`config.mk`:
```
export PLATFORM = sky130hd
export DESIGN_NAME = zet_pic
export DESIGN_NICKNAME = d
export VERILOG_FILES = /design/src/rtl/zet_pic.sv
export SDC_FILE = /design/constraint.sdc
export NUM_CORES = 1
export LEC_CHECK = 0
export CELL_PAD_IN_SITES_DETAIL_PLACEMENT = 1
export CELL_PAD_IN_SITES_GLOBAL_PLACEMENT = 2
export CORE_MARGIN = 5
export CORE_UTILIZATION = 34
export CTS_CLUSTER_DIAMETER = 50
export CTS_CLUSTER_SIZE = 8
export DETAILED_ROUTE_END_ITERATION = 6
export PLACE_DENSITY = 0.83
export SYNTH_ARGS = -nofsm -noshare
export SYNTH_HDL_FRONTEND = slang
export SYNTH_SLANG_ARGS = --single-unit
export TNS_END_PERCENT = 5
```
`constraint.sdc`:
```
create_clock -name clk -period 5.6 [get_ports clk]
set_input_delay 1.4 -clock clk [delete_from_list [all_inputs] [get_ports clk]]
set_output_delay 1.4 -clock clk [all_outputs]
set_load 0.005 [all_outputs]
```
`src/rtl/zet_pic.sv`:
```
// 8-line fixed-priority interrupt controller with a two-port I/O register map.
// Edge-triggered requests, fully nested in-service masking, vector latched on the inta rising edge.
module zet_pic (
    input  logic        clk,
    input  logic        rst,
    input  logic [7:0]  irq,
    output logic        intr,
    input  logic        inta,
    output logic [15:0] iid_dat_o,
    input  logic        io_stb,
    input  logic        io_we,
    input  logic        io_adr,
    input  logic [7:0]  io_dat_i,
    output logic [7:0]  io_dat_o,
    output logic        io_ack
);

    typedef enum logic {CS_READY = 1'b0, CS_ICW2 = 1'b1} cs_t;

    cs_t        cs, cs_next;
    logic [7:0] irr, isr, imr, vec;
    logic [4:0] vb;
    logic       ris;
    logic       inta_q;
    logic [7:0] irq_q;

    function automatic logic [7:0] lowest_bit(input logic [7:0] v);
        return v & (~v + 8'd1);
    endfunction

    function automatic logic [2:0] bit_index(input logic [7:0] v);
        logic [2:0] idx;
        idx = 3'd0;
        for (int i = 7; i >= 0; i--)
            if (v[i]) idx = 3'(i);
        return idx;
    endfunction

    // Mask of every line whose priority is equal to or higher than line p.
    function automatic logic [7:0] prio_at_or_above(input logic [2:0] p);
        return (8'd2 << p) - 8'd1;
    endfunction

    logic [7:0] pend, p_onehot, ack_set, eoi_clr, irq_edge;
    logic [2:0] p_idx;
    logic       p_valid, blocked, ack;
    logic       acc, rd, wr_cmd, wr_dat;
    logic       icw1, ns_eoi, sp_eoi, ris_clr, ris_set;
    logic       vb_we, imr_we;

    assign pend     = irr & ~imr;
    assign p_valid  = |pend;
    assign p_onehot = lowest_bit(pend);
    assign p_idx    = bit_index(pend);
    assign blocked  = |(isr & prio_at_or_above(p_idx));
    assign ack      = inta & ~inta_q;
    assign ack_set  = (ack && p_valid) ? p_onehot : 8'h00;
    assign irq_edge = irq & ~irq_q;

    // An access is serviced on the first sampled strobe; the ack cycle masks a lingering strobe.
    assign acc    = io_stb & ~io_ack;
    assign rd     = acc & ~io_we;
    assign wr_cmd = acc & io_we & ~io_adr;
    assign wr_dat = acc & io_we & io_adr;

    assign icw1    = wr_cmd & io_dat_i[4];
    assign ns_eoi  = wr_cmd & (io_dat_i == 8'h20);
    assign sp_eoi  = wr_cmd & (io_dat_i[7:3] == 5'b01100);
    assign ris_clr = wr_cmd & (io_dat_i == 8'h0A);
    assign ris_set = wr_cmd & (io_dat_i == 8'h0B);

    always_comb begin
        eoi_clr = 8'h00;
        if (ns_eoi)
            eoi_clr = lowest_bit(isr);
        else if (sp_eoi)
            eoi_clr = 8'd1 << io_dat_i[2:0];
    end

    always_ff @(posedge clk) begin
        if (rst) cs <= CS_READY;
        else     cs <= cs_next;
    end

    always_comb begin
        cs_next = cs;
        if (icw1)
            cs_next = CS_ICW2;
        else if (wr_dat && cs == CS_ICW2)
            cs_next = CS_READY;
    end

    always_comb begin
        vb_we  = 1'b0;
        imr_we = 1'b0;
        if (wr_dat) begin
            if (cs == CS_ICW2) vb_we  = 1'b1;
            else               imr_we = 1'b1;
        end
    end

    always_ff @(posedge clk) begin
        if (rst) begin
            irr      <= 8'h00;
            isr      <= 8'h00;
            imr      <= 8'hFF;
            vb       <= 5'b00001;
            vec      <= 8'h08;
            ris      <= 1'b0;
            inta_q   <= 1'b0;
            irq_q    <= 8'h00;
            intr     <= 1'b0;
            io_ack   <= 1'b0;
            io_dat_o <= 8'h00;
        end else begin
            irq_q  <= irq;
            inta_q <= inta;
            io_ack <= acc;
            // A fresh edge on the line being acknowledged keeps it pending.
            irr    <= (irr & ~ack_set) | irq_edge;
            if (icw1) begin
                isr <= 8'h00;
                imr <= 8'h00;
                ris <= 1'b0;
            end else begin
                isr <= (isr & ~eoi_clr) | ack_set;
                if (imr_we)       imr <= io_dat_i;
                if (ris_clr)      ris <= 1'b0;
                else if (ris_set) ris <= 1'b1;
            end
            if (vb_we) vb <= io_dat_i[7:3];
            if (ack)   vec <= {vb, p_valid ? p_idx : 3'd7};
            if (rd)    io_dat_o <= io_adr ? imr : (ris ? isr : irr);
            intr <= p_valid & ~blocked;
        end
    end

    assign iid_dat_o = {8'h00, vec};

endmodule

```
==> flow_summary.json, run 1 <==
{
  "clock_latency_ps": 340,
  "cp_slowest_cell": "clkdlybuf4s50_1",
  "initial_antenna_violation_count": 0,
  "ir_drop_mv": 0.1344,
  "setup_viol_count_final": 0,
  "slew_headroom": 0.3913,
  "synth_largest_type_area_fraction": 0.4247,
  "post-cts-setup-buffer-count": 0,
  "route.met3.wl_um": 526,
  "synth_top_cells_by_area": "dfxtp_1 42%, a21oi_1 6.0%, nand2_1 5.6%, mux2i_1 5.1%, nor2b_1 4.8%",
  "ctsLongestPathBuffers": 2,
  "synth_ff_type": "dfxtp_1",
  "viasPerCell": 5.188,
  "routedWlPerCell_um": 16.44,
  "yosys.area.top_type": "dfxtp_1",
  "worst-slew-pin-transition_ps": 913.1,
  "setup_ws_ps": 2425,
  "pwr_density_cell_nw_per_um2": 290.0,
  "crit_chain": "clkdlybuf4s50_1 > or4_4 > or3_4 > o311ai_2 > o22ai_1",
  "grt_start_max_net_pins": 52,
  "postLayoutCellArea_um2": 3349,
  "avgSynthCellArea_um2": 8.597,
  "detail_route.first_pass.iterations": 4,
  "placed_cells_incl_taps": 441,
  "worst_hold_path_type": "reg -> reg",
  "highest_clock_frequency_the_design_can_meet_mhz": 314.9,
  "final_count_of_hold_timing_violations": 0,
  "netlist_instances": 318,
  "yosys_warnings": 0,
  "post-route-drc-count": 0,
  "number_of_global_route_vias_before_repair": 2376,
  "arrival_time_reported_for_the_critical_path_endpoint_ps": 3390,
  "min-delay-start": "io_dat_o[2]",
  "slew_violations": 0,
  "postCtsHoldBufs": 0,
  "routed_wl_um": 7512,
  "dieWidth_um": 99.67,
  "design.core.area_um2": 7767,
  "placement.io_buffers": 39,
  "cp.buffers_inverters": 1,
  "full_die_area_um2": 9934,
  "postPlaceCellArea_um2": 3146,
  "grt_overflow_total": 0,
  "area_growth_syn_to_layout_pct": 22.52,
  "required_worst_endpoint_ps": 5810,
  "timing.critical_path.to_type": "register",
  "tritoncts_clock_tree": "yes",
  "post_route_cells_drive_above_1_share": 0.09577,
  "final.hold.worst_slack_ps": 452.8,
  "rr_startpoint": "irr[1]",
  "dp_hpwl_um": 5583,
  "cts_sinks": 58,
  "critical_path.startpoint_type": "input pin",
  "fin_worst_skew_ps": 6.162,
  "setup_tns_ps": 0,
  "die_y_um": 99.67,
  "path_delay_family": "simple AND/OR/NAND/NOR gates",
  "cts_made_buffers": 9,
  "leakagePower_nw": 1.222,
  "synth_enable_flop_cells": 0,
  "ant_nets": 0,
  "worst_setup_hold_path_clk_slew_ps": 70,
  "root_buffer": "clkbuf_8",
  "yosysUniqueCellTypes": 53,
  "place_congestion": 0.8403,
  "mappedNetlistArea_um2": 2734,
  "mostFrequentLayoutCells": "58 x dfxtp_1, 41 x nand2_1, 38 x clkdlybuf4s50_1",
  "status": "complete, no violations",
  "clock_tree.htree_level_count": 3,
  "critical_path_cell_count": 5,
  "number_of_storage_elements_in_the_synthesis_netlist": 58,
  "ws_path_type": "in -> reg",
  "initial_utilization": 0.3520,
  "num_io_pins": 48,
  "r2r_cells": 9,
  "final_cells": 457,
  "met2_wirelength_um": 3539,
  "worst-path-max-fanout": 13,
  "wire_length_of_the_first_global_routing_pass_um": 12210,
  "met1_length_um": 3332,
  "highest_layer": "met4",
  "share_of_the_clock_period_used_by_the_worst_path": 0.5670,
  "setup.worst_path.start": "io_dat_i[1]",
  "maximum_capacitance_violations": 0,
  "rows": 32,
  "grt_util_all_layers": 0.1580,
  "share_of_synthesized_area_occupied_by_flip_flops_and_latches": 0.4247,
  "slowest_delay_ps": 630,
  "post_cts_resized": 0,
  "layout_commonest_cell": "dfxtp_1",
  "detail_route.iter0.violations": 84,
  "layout.nets": 373,
  "route.vias.total": 2371,
  "holdPathStages": 2,
  "async_reset_ff_frac": 0,
  "final_period_minus_worst_setup_slack_ps": 3175,
  "diodes": 0,
  "grt_setup_unrepaired": "no",
  "place_ws_ps": 2131
}
[tightest hold or removal path, stage by stage, from the launching register on]
cell and delay (ps):
dfxtp_1 310, nand2_1 50, a21oi_1 50
[cells in the mapped netlist (2+ instances only)]
library cell / count
dfxtp_1: 58
nand2_1: 41
a21oi_1: 33
nor2_1: 25
nor2b_1: 21
mux2i_1: 14
clkbuf_1: 13
nand2b_1: 10
o211ai_1: 10
nand3_1: 9
buf_4: 8
a221o_1: 6
o21ai_0: 6
nor4_1: 5
inv_1: 4
nor3_1: 4
nand4_1: 3
o22ai_1: 3
o31ai_1: 3
or2_2: 3
a211oi_1: 2
a21o_1: 2
a31oi_1: 2
buf_2: 2
nor3_2: 2
or4_4: 2
[final timing paths]
kind / endpoint / slack (ps)
hold / removal: io_dat_o[2] / 450
hold reg to reg: io_dat_o[2] / 450
setup / recovery: isr[6] / 2420
setup reg to reg: intr / 2760
[power breakdown]
group / total, mW / switching, mW / internal (mW)
Sequential: 0.448 / 0.0152 / 0.433
Combinational: 0.122 / 0.0646 / 0.0575
Clock: 0.401 / 0.174 / 0.227
[cell families (layout without fill, tap and decap cells)]
group | Yosys count | count (layout) | synth area share
mux | 14 | 14 | 0.05126
other cells | 1 | 8 | 0.001372
buf+inv | 29 | 59 | 0.05217
compound gates | 77 | 77 | 0.1904
flops | 58 | 58 | 0.4247
simple gates | 138 | 138 | 0.2755
fa+ha+maj | 1 | 1 | 0.004576
[metal layers]
metal | vias up | GRT usage
li1 | 1181 | -
met3 | 10 | 0.03576
met1 | 1113 | 0.2003
met2 | 67 | 0.2535
met4 | 0 | 0.07458
met5 | - | 0
[sequential cells by signal, indices dropped and copies added (netlist names)]
register / cells
imr: 8
irr: 8
vec: 8
irq_q: 8
io_dat_o: 8
inta_q: 1
isr: 8
vb: 5
cs: 1
io_ack: 1
intr: 1
ris: 1
[cell type report]
class,instances,area (um^2)
clock inverter,5,52.55
fill,958,4418
timing repair buffer,39,385.4
multi-input combinational,238,1456
tap,102,127.6
clock buffer,11,151.4
sequential,58,1161
inverter,4,15.01
[per-stage QoR]
step	power, mW	utilization
final	0.9713	0.4312
after global routing	1.015	0.4312
after CTS	0.9835	0.4312
after detailed placement	0.5800	0.4050
after global placement	0.5776	0.4050
after floorplan	0.5298	-
No activity file was read; power rests on OpenSTA's default activity.
==> run 2: changes to the inputs <==
- CORE_UTILIZATION: 34 -> 28
- PLACE_DENSITY: 0.83 -> 0.73
- clock period: 5.6 -> 2.73 ns (I/O delays scaled with it)
==> flow_summary.json, run 2 (synthesized netlist as in run 1, its figures left out) <==
{
  "full_die_area_um2": 11840,
  "grt_overflow_total": 0,
  "highest_clock_frequency_the_design_can_meet_mhz": 402.4,
  "wire_length_of_the_first_global_routing_pass_um": 13430,
  "dp_hpwl_um": 6398,
  "slew_headroom": 0.6204,
  "multi_input_comb_area_um2": 1459,
  "post-cts-setup-buffer-count": 0,
  "fill_cell_count": 1163,
  "detail_route.iter0.violations": 78,
  "cp.buffers_inverters": 0,
  "root_buffer": "clkbuf_8",
  "cts_made_buffers": 9,
  "critical_path_cell_count": 9,
  "cp-endpoint": "intr",
  "mostFrequentLayoutCells": "58 x dfxtp_1, 41 x nand2_1, 38 x clkdlybuf4s50_1",
  "path_delay_family": "compound AO/OA/AOI/OAI gates",
  "worst-path-max-fanout": 6,
  "leakagePower_nw": 1.270,
  "rr_startpoint": "imr[4]",
  "pwr_density_cell_nw_per_um2": 540.5,
  "routed_wl_um": 8366,
  "min-delay-start": "io_dat_o[5]",
  "status": "complete, no violations",
  "fin_worst_skew_ps": 7.989,
  "reg2reg_setup_slack_ps": 240,
  "maximum_capacitance_violations": 0,
  "initial_antenna_violation_count": 0,
  "placed_cells_incl_taps": 487,
  "detail_route.first_pass.iterations": 4,
  "area_growth_syn_to_layout_pct": 26.50,
  "ant_nets": 0,
  "num_io_pins": 48,
  "clock_tree.htree_level_count": 3,
  "ctsLongestPathBuffers": 2,
  "post-route-drc-count": 0,
  "diodes": 0,
  "place_congestion": 0.7902,
  "layout_commonest_cell": "dfxtp_1",
  "setup.worst_path.start": "imr[4]",
  "worst_hold_path_type": "reg -> reg",
  "die_y_um": 108.8,
  "worst_setup_hold_path_clk_slew_ps": 70,
  "post_route_cells_drive_above_1_share": 0.1277,
  "setup_viol_count_final": 0,
  "required_worst_endpoint_ps": 2950,
  "final_cells": 501,
  "viasPerCell": 4.894,
  "tritoncts_clock_tree": "yes",
  "clock_latency_ps": 330,
  "reg2reg_to": "intr",
  "timing.critical_path.to_type": "register",
  "ws_path_type": "reg -> reg",
  "route.vias.total": 2452,
  "routedWlPerCell_um": 16.70,
  "design.core.area_um2": 9639,
  "critical_path.startpoint_type": "register",
  "grt_util_all_layers": 0.1487,
  "number_of_global_route_vias_before_repair": 2613,
  "slowest_delay_ps": 460,
  "ir_drop_mv": 0.1841,
  "setup_tns_ps": 0,
  "post-route-util": 0.3588,
  "grt_start_max_net_pins": 37,
  "worst-slew-pin-transition_ps": 567.2,
  "initial_utilization": 0.2836,
  "arrival_time_reported_for_the_critical_path_endpoint_ps": 2700,
  "cts_sinks": 58,
  "slew_violations": 0,
  "crit_chain": "nor2b_1 > nor4_4 > nand2_1 > a21o_1 > ha_1 > and2_1 > o211ai_1 > o221ai_1 > a2111oi_2",
  "layout.nets": 388,
  "r2r_cells": 9,
  "share_of_the_clock_period_used_by_the_worst_path": 0.9103,
  "rows": 36,
  "cp_slowest_cell": "dfxtp_1",
  "final_period_minus_worst_setup_slack_ps": 2485,
  "layout.area.seq_um2": 1161,
  "placement.io_buffers": 39,
  "dieWidth_um": 108.8,
  "final_count_of_hold_timing_violations": 0,
  "grt_setup_unrepaired": "no"
}
run 2: cell type report:
| type | instances | share of cell area |
|---|---|---|
| clock buffers | 11 | 0.04088 |
| clock inverters | 3 | 0.005065 |
| inverters | 4 | 0.004342 |
| multi-input cells | 238 | 0.4219 |
| flip-flops and latches | 58 | 0.3357 |
| well taps | 133 | 0.04812 |
| repair buffers | 54 | 0.1440 |
run 2: tightest hold or removal path, cell delays in order (launching register included):
cell	delay [ps]
dfxtp_1	310
nand2_1	50
a21oi_1	50
run 2: through the flow:
stage	hold WS (ps)	area (um^2)	power [mW]	setup WS [ps]
floorplan	431.5	2760	1.087	525.5
global placement	446.6	3297	1.210	74.00
detailed placement	450.7	3297	1.214	109.9
CTS	460.7	3456	1.896	71.03
global route	486.9	3458	1.956	103.5
finish	457.0	3458	1.869	244.8
run 2: worst min path at each step:
stage                  endpoint  slack (ps)  cells past startpoint
finish              io_dat_o[5]         460                      2
global route             vec[4]         490                      2
CTS                 io_dat_o[1]         460                      2
detailed placement  io_dat_o[1]         450                      2
global placement    io_dat_o[0]         450                      2
floorplan                vec[4]         430                      2
run 2: repair_timing:
action / CTS / global route
endpoints found under the setup margin: 0 / 1
hold buffers: 0 / 0
gates resized for setup: 0 / 1
run 2: metal layers:
metal  global-route usage  routed length (um)
met5                    0                   0
met4              0.06041                 103
met3              0.02072                 331
met2               0.2312                3850
met1               0.2071                4080
run 2: power breakdown:
group          total (mW)  switching, mW  internal (mW)
Sequential          0.921         0.0329          0.888
Clock               0.675          0.334          0.341
Combinational       0.273          0.139          0.134
Total                1.87          0.507           1.36
